**src/rtl/axi_lite_master.sv**
```systemverilog
//------------------------------------------------------------------------------
// Module  : axi_lite_master
// Brief   : Single-outstanding AXI4-Lite initiator. Turns a valid/ready
//           command stream into one AXI-Lite read or write per command and
//           returns exactly one response per command.
// Config  : ALIGN_CHECK_EN (define) - reject commands whose address is not
//           word aligned with resp 2'b10 and no AXI traffic.
// Ports   : clk, rstn            clock / async active-low reset
//           cmd_*                command stream in (valid/ready)
//           rsp_*                response stream out (valid/ready)
//           m_axi_aw*/w*/b*      AXI-Lite write address/data/response
//           m_axi_ar*/r*         AXI-Lite read address/data
// Revision: 1.0 - initial release
//------------------------------------------------------------------------------
`default_nettype none

module axi_lite_master #(
  parameter int ADDR_W = 32,
  parameter int DATA_W = 32
) (
  input  logic                  clk,
  input  logic                  rstn,
  // command stream
  input  logic                  cmd_valid,
  output logic                  cmd_ready,
  input  logic                  cmd_write,
  input  logic [ADDR_W-1:0]     cmd_addr,
  input  logic [DATA_W-1:0]     cmd_wdata,
  input  logic [DATA_W/8-1:0]   cmd_wstrb,
  // response stream
  output logic                  rsp_valid,
  input  logic                  rsp_ready,
  output logic                  rsp_write,
  output logic [DATA_W-1:0]     rsp_rdata,
  output logic [1:0]            rsp_resp,
  // AXI-Lite write channels
  output logic [ADDR_W-1:0]     m_axi_awaddr,
  output logic                  m_axi_awvalid,
  input  logic                  m_axi_awready,
  output logic [DATA_W-1:0]     m_axi_wdata,
  output logic [DATA_W/8-1:0]   m_axi_wstrb,
  output logic                  m_axi_wvalid,
  input  logic                  m_axi_wready,
  input  logic [1:0]            m_axi_bresp,
  input  logic                  m_axi_bvalid,
  output logic                  m_axi_bready,
  // AXI-Lite read channels
  output logic [ADDR_W-1:0]     m_axi_araddr,
  output logic                  m_axi_arvalid,
  input  logic                  m_axi_arready,
  input  logic [DATA_W-1:0]     m_axi_rdata,
  input  logic [1:0]            m_axi_rresp,
  input  logic                  m_axi_rvalid,
  output logic                  m_axi_rready
);

  localparam logic [2:0] C_IDLE         = 3'd0;
  localparam logic [2:0] C_WR_ADDR_DATA = 3'd1;
  localparam logic [2:0] C_WR_RESP      = 3'd2;
  localparam logic [2:0] C_RD_ADDR      = 3'd3;
  localparam logic [2:0] C_RD_DATA      = 3'd4;
  localparam logic [2:0] C_RSP          = 3'd5;

  logic [2:0] r_state;
  logic       r_aw_done;  // AW handshake already completed this write
  logic       r_w_done;   // W handshake already completed this write

  logic w_accept;
  logic w_aw_hs;
  logic w_w_hs;
  logic w_aw_fin;
  logic w_w_fin;
  logic w_misaligned;

  assign w_accept = cmd_valid & cmd_ready;
  assign w_aw_hs  = m_axi_awvalid & m_axi_awready;
  assign w_w_hs   = m_axi_wvalid & m_axi_wready;
  // A channel counts as finished if it completed earlier or completes now,
  // so AW and W may finish in either order or in the same cycle.
  assign w_aw_fin = r_aw_done | w_aw_hs;
  assign w_w_fin  = r_w_done | w_w_hs;

`ifdef ALIGN_CHECK_EN
  assign w_misaligned = (cmd_addr[1:0] != 2'b00);
`else
  assign w_misaligned = 1'b0;
`endif

  always_ff @(posedge clk or negedge rstn) begin
    if (!rstn) begin
      r_state       <= C_IDLE;
      r_aw_done     <= 1'b0;
      r_w_done      <= 1'b0;
      cmd_ready     <= 1'b1;
      rsp_valid     <= 1'b0;
      rsp_write     <= 1'b0;
      rsp_rdata     <= '0;
      rsp_resp      <= 2'b00;
      m_axi_awaddr  <= '0;
      m_axi_awvalid <= 1'b0;
      m_axi_wdata   <= '0;
      m_axi_wstrb   <= '0;
      m_axi_wvalid  <= 1'b0;
      m_axi_bready  <= 1'b0;
      m_axi_araddr  <= '0;
      m_axi_arvalid <= 1'b0;
      m_axi_rready  <= 1'b0;
    end else begin
      case (r_state)
        C_IDLE: begin
          if (w_accept) begin
            cmd_ready <= 1'b0;
            rsp_write <= cmd_write;
            if (w_misaligned) begin
              // Rejected locally: no AXI traffic at all.
              rsp_rdata <= '0;
              rsp_resp  <= 2'b10;
              rsp_valid <= 1'b1;
              r_state   <= C_RSP;
            end else if (cmd_write) begin
              m_axi_awaddr  <= cmd_addr;
              m_axi_wdata   <= cmd_wdata;
              m_axi_wstrb   <= cmd_wstrb;
              m_axi_awvalid <= 1'b1;
              m_axi_wvalid  <= 1'b1;
              r_aw_done     <= 1'b0;
              r_w_done      <= 1'b0;
              r_state       <= C_WR_ADDR_DATA;
            end else begin
              m_axi_araddr  <= cmd_addr;
              m_axi_arvalid <= 1'b1;
              r_state       <= C_RD_ADDR;
            end
          end
        end

        C_WR_ADDR_DATA: begin
          if (w_aw_hs) begin
            m_axi_awvalid <= 1'b0;
            r_aw_done     <= 1'b1;
          end
          if (w_w_hs) begin
            m_axi_wvalid <= 1'b0;
            r_w_done     <= 1'b1;
          end
          if (w_aw_fin && w_w_fin) begin
            r_aw_done    <= 1'b0;
            r_w_done     <= 1'b0;
            m_axi_bready <= 1'b1;
            r_state      <= C_WR_RESP;
          end
        end

        C_WR_RESP: begin
          if (m_axi_bvalid) begin
            m_axi_bready <= 1'b0;
            rsp_resp     <= m_axi_bresp;
            rsp_rdata    <= '0;
            rsp_valid    <= 1'b1;
            r_state      <= C_RSP;
          end
        end

        C_RD_ADDR: begin
          if (m_axi_arready) begin
            m_axi_arvalid <= 1'b0;
            m_axi_rready  <= 1'b1;
            r_state       <= C_RD_DATA;
          end
        end

        C_RD_DATA: begin
          if (m_axi_rvalid) begin
            m_axi_rready <= 1'b0;
            rsp_rdata    <= m_axi_rdata;
            rsp_resp     <= m_axi_rresp;
            rsp_valid    <= 1'b1;
            r_state      <= C_RSP;
          end
        end

        C_RSP: begin
          // rsp_* stay frozen until the consumer takes the response.
          if (rsp_ready) begin
            rsp_valid <= 1'b0;
            cmd_ready <= 1'b1;
            r_state   <= C_IDLE;
          end
        end

        default: begin
          r_state <= C_IDLE;
        end
      endcase
    end
  end

endmodule

`default_nettype wire
```
**config.mk**
```make
export PLATFORM = sky130hd
export DESIGN_NAME = axi_lite_master
export DESIGN_NICKNAME = d
export VERILOG_FILES = /design/src/rtl/axi_lite_master.sv
export SDC_FILE = /design/constraint.sdc
export NUM_CORES = 1
export LEC_CHECK = 0
export BUFFER_PORTS_ARGS = -buffer_cell sky130_fd_sc_hd__buf_2
export CORE_ASPECT_RATIO = 0.7
export CORE_MARGIN = 1.5
export CORE_UTILIZATION = 43
export DETAILED_ROUTE_END_ITERATION = 10
export GPL_ROUTABILITY_DRIVEN = 0
export PLACE_DENSITY = 0.76
export SLEW_MARGIN = 20
export SYNTH_ARGS = -nofsm -noshare
export SYNTH_HDL_FRONTEND = slang
export SYNTH_SLANG_ARGS = --single-unit
```
**constraint.sdc**
```tcl
create_clock -name clk -period 1.95 [get_ports clk]
set_input_delay 0.195 -clock clk [delete_from_list [all_inputs] [get_ports clk]]
set_output_delay 0.195 -clock clk [all_outputs]
set_load 0.01 [all_outputs]
```
; Word level (Yosys, flattened, before mapping)
; Index checks and enable logic that the tools add are counted.
[totals]
ff_bits = 147
output_inout_bits = 142
wordCells = 108
input_bits = 114
[classes]
n_mux = 45
reduce_logical = 23
bitwise = 6
eq_ne = 17
[ops]
columns = op, count
row1 = 32-bit 2-to-1 mux, 2
row2 = 32-bit case mux with 2 select lines, 1
row3 = 4-bit AND reduction, 6
row4 = 1-bit 2-to-1 mux, 22
row5 = "2-bit inequality test, second input constant", 10
row6 = 3-bit 2-to-1 mux, 6
row7 = 3-bit case mux with 6 select lines, 1
row8 = 3-bit AND reduction, 6
row9 = 1-bit case mux with 2 select lines, 8
row10 = 2-bit nonzero test, 6
row11 = "3-bit by 2-bit == test with 1-bit output, second input constant", 2
row12 = "3-bit == test, second input constant", 2
row13 = 2-bit 2-to-1 mux, 3
row14 = "3-bit inequality test, second input constant", 2
row15 = 6-bit AND reduction, 1
row16 = 2-bit case mux with 2 select lines, 1
row17 = 1-bit AND, 3
row18 = "3-bit by 1-bit == test with 1-bit output, second input constant", 1
row19 = 3-bit zero test, 1
row20 = 1-bit case mux with 3 select lines, 1
row21 = 3-bit nonzero test, 1
row22 = 1-bit OR, 2
row23 = 2-bit AND reduction, 1
row24 = 1-bit logical AND, 1
row25 = 1-bit NOT, 1

; Logic depth before layout (Yosys ltp)
[depth]
word_depth = 5
depth_mapped = 6
ltp_nobuf = 3

; Worst setup path before layout
; OpenSTA, ideal clock, no wires.
[synth_timing]
path_kind = register to register
startpoint = register cmd_ready
endpoint = register m_axi_awaddr[0]
setup_slack_ns = 0.054
stages_incl_launch_ff = 6
arrival_ns = 1.771
setup_time_ns = 0.125
required_ns = 1.825
n_path_buf = 2
synth_period_minus_slack_ns = 1.896
cell_sequence = dfstp_2 > nand2_1 > or4_4 > buf_6 > buf_12 > mux2_4
[synth_between]
elab_chain_len = 2
[synth_rtl]
columns = item, line_no
row1 = from (decl), 25  ; output logic cmd_ready,
row2 = from (signal assigned), 94  ; cmd_ready <= 1'b1;
row3 = from (signal assigned), 112  ; cmd_ready <= 1'b0;
row4 = from (signal assigned), 186  ; cmd_ready <= 1'b1;
row5 = 1-bit AND, 75  ; assign w_accept = cmd_valid & cmd_ready;
row6 = 3-bit AND reduction (no line), n/a
row7 = to (signal assigned), 121  ; m_axi_awaddr <= cmd_addr;
row8 = to (decl), 37  ; output logic [ADDR_W-1:0] m_axi_awaddr,
; No other way between the ends.
; A chain may end at the register's enable or synchronous reset.

; Worst setup path in the final report
[layout_timing]
startpoint = register cmd_ready
endpoint = register m_axi_awaddr[9]
; The elaborated chain is that of the path after synthesis.

==> results.txt <==
status = completed
most frequent cells in the layout = buf_2, dfrtp_1, mux2_4, mux2_2
grt total ovfl = 0
clock latency on the worst-skew pair = 0.41 ns
routed wire length = 15100 um
largest net degree at the start of global routing = 55
post-route ant nets = 0
initial antenna violation count = 1
max_slew headroom = 67.9%
Nets = 781
Critical Path RT = 2.24 ns
first-pass GRT wire length = 22900 um
Critical Path AT = 2.19 ns
clock sink count = 147
crit share post-route = 97.7%
Synth Register Bits = 147
core region area = 0.0134 mm2
fin. max-slew vios = 0
Crit Path Class = reg2reg
worst-path fanout max = 47
Max IR drop VDD = 0.000765 V
Via density = 4.98
Hold Path Class = in2reg
Final setup viols = 0
Final Hold Fails = 0
1st-pass router iterations = 4
Startpoint Class = register
max-cap violations = 0
sequential share of the synthesized area = 61.2%
die footprint = 0.0147 mm2
maximum clock rate = 525 MHz
footprint of the multi-input gates = 0.00209 mm2
routed via count = 4305
CTS max path bufs = 2
initial drt markers = 182
commonest non-fill, non-tap cell in the layout = buf_2
static leakage = 0.00470 uW
Post-Route Setup TNS = 0 ns
WL per Instance = 17.4 um
Pwr Density = 1590 mW/mm2
dpl ws = 0.0752 ns
Synth cell types = 39
transition time of the tightest slew-check pin = 0.482 ns
die width = 144 um
total power = 13400 uW
synth warn = 0
Die Span Y = 102 um
layout cells sized above 1 = 60.2%
row cnt = 35
CP endpoint kind = register
root buffer cell = clkbuf_16
CTS tree = built
Placed Instances = 800
Avg Inst Size Synth = 16.2 um2
H-tree levels = 4
Total GRT Usage = 20.5%
Final Util = 62.9%
fin cells = 865
Fillers = 985
initial core utilization = 44.8%
post-synth design cell area = 0.00601 mm2
Seq. cell area = 0.00368 mm2
worst setup margin = 0.0446 ns
vias in the first global route = 4483
Syn Nets = 485
DR DRC count = 0
Final Skew = 0.00751 ns
Area Overhead vs Synth = 40.3%
Tmin final = 1.91 ns
clock-pin slew on the worst setup and hold paths = 0.06 ns
number of buffers created by CTS = 17
Mapped Cells = 371
Detail Placement HPWL = 10300 um
Top Ports = 256
buffers added on ports = 255
unrepaired setup endpoints after global routing = no
[state kept, by name, summed over array words and instances (netlist names), 2 cells and up]
| register | count |
|---|---|
| rsp_rdata | 32 |
| m_axi_awaddr | 32 |
| rsp_resp | 2 |
| r_state | 3 |
| m_axi_araddr | 32 |
| m_axi_wstrb | 4 |
| m_axi_wdata | 32 |
[where the power goes]
group | switching [uW] | leakage [uW] | internal, uW | total [uW]
logic | 2170 | 0.00247 | 2650 | 4820
registers | 770 | 0.00194 | 4410 | 5180
clock network | 1250 | 0.000297 | 2180 | 3430
[final cells by class]
class / count / area share [%]
antenna: 1 / 0.0297
timing repair buffer: 302 / 21.1
inverter: 4 / 0.178
multi-input combinational: 195 / 24.8
clock inverter: 11 / 2.12
sequential: 147 / 43.7
tap: 185 / 2.75
clock buffer: 20 / 5.30
[repair_timing]
action                                 4_1_cts  5_1_grt
setup buffers                                0        0
hold buffers                                29        4
resized for setup                            0        0
endpoints found under the hold margin       76        4
[routing by layer]
| layer | vias up | track usage [%] | wire length, um |
|---|---|---|---|
| met2 | 204 | 34.8 | 7350 |
| met1 | 2156 | 24.6 | 6090 |
| met3 | 12 | 7.87 | 1500 |
| met4 | 0 | 5.67 | 134 |
| met5 | - | 0 | 0 |
| li1 | 1933 | - | - |
[synth_stat cells (all sizes together)]
| cell type | number | area (um2) |
|---|---|---|
| and2 | 1 | 6.26 |
| a21o | 2 | 15.0 |
| a31o | 2 | 17.5 |
| nand3b | 2 | 15.0 |
| o211a | 1 | 10.0 |
| nor3b | 4 | 30.0 |
| a21oi | 7 | 35.0 |
| o21a | 1 | 7.51 |
| dfstp | 1 | 26.3 |
| or4 | 1 | 11.3 |
| o21bai | 2 | 15.0 |
| o2bb2ai | 1 | 8.76 |
| o21ai | 6 | 30.0 |
| nor4b | 1 | 8.76 |
| nor4 | 1 | 21.3 |
| a31oi | 1 | 6.26 |
| mux2i | 1 | 10.0 |
| nor2 | 1 | 3.75 |
| buf | 14 | 179 |
| nor3 | 1 | 5.00 |
| dfrtp | 146 | 3650 |
| a22oi | 1 | 7.51 |
| nand2b | 3 | 18.8 |
| clkbuf | 11 | 41.3 |
| a211o | 1 | 8.76 |
| a2111oi | 1 | 8.76 |
| o31ai | 1 | 7.51 |
| inv | 4 | 15.0 |
| o211ai | 1 | 7.51 |
| or3b | 1 | 8.76 |
| a22o | 33 | 289 |
| nand2 | 9 | 33.8 |
| mux2 | 104 | 1420 |
| or2 | 1 | 8.76 |
| a2bb2oi | 2 | 17.5 |
| and3 | 1 | 6.26 |
[cells by family after synthesis]
group,Yosys count,synth area share (%)
buffers and inverters,29,3.91
AOI/OAI and AO/OA,63,8.18
and+or+nand+nor,27,2.96
DFF,147,61.2
muxes,105,23.7
[stage by stage]
stage	instance area, um2	hold WS, ns
floorplan	6010	-0.101
global placement	7470	0.168
detailed placement	7470	0.178
CTS	8390	0.000206
global route	8430	0.00110
finish	8430	0.0139
[final timing paths]
check | from | end | slack [ns] | cells after the start
hold reg to reg | m_axi_araddr[8]$_DFFE_PN0P_ | m_axi_araddr[8]$_DFFE_PN0P_ | 0.50 | 1
hold / removal | cmd_wdata[23] | m_axi_wdata[23]$_DFFE_PN0P_ | 0.01 | 2
max in group asynchronous | rstn | m_axi_awaddr[5]$_DFFE_PN0P_ | 1.00 | 3
setup reg to reg | cmd_ready$_DFFE_PN1P_ | m_axi_awaddr[9]$_DFFE_PN0P_ | 0.04 | 4
min in group asynchronous | rstn | rsp_rdata[29]$_DFFE_PN0P_ | 0.29 | 2
setup / recovery | cmd_ready$_DFFE_PN1P_ | m_axi_awaddr[9]$_DFFE_PN0P_ | 0.04 | 4
[critical path, stage by stage, from the launching register on]
cell and delay (ns):
dfstp_2 0.56, nand2_1 0.08, or4_4 0.52, buf_12 0.23
mux2_4 0.34
Power figures use the tool's default switching activity.
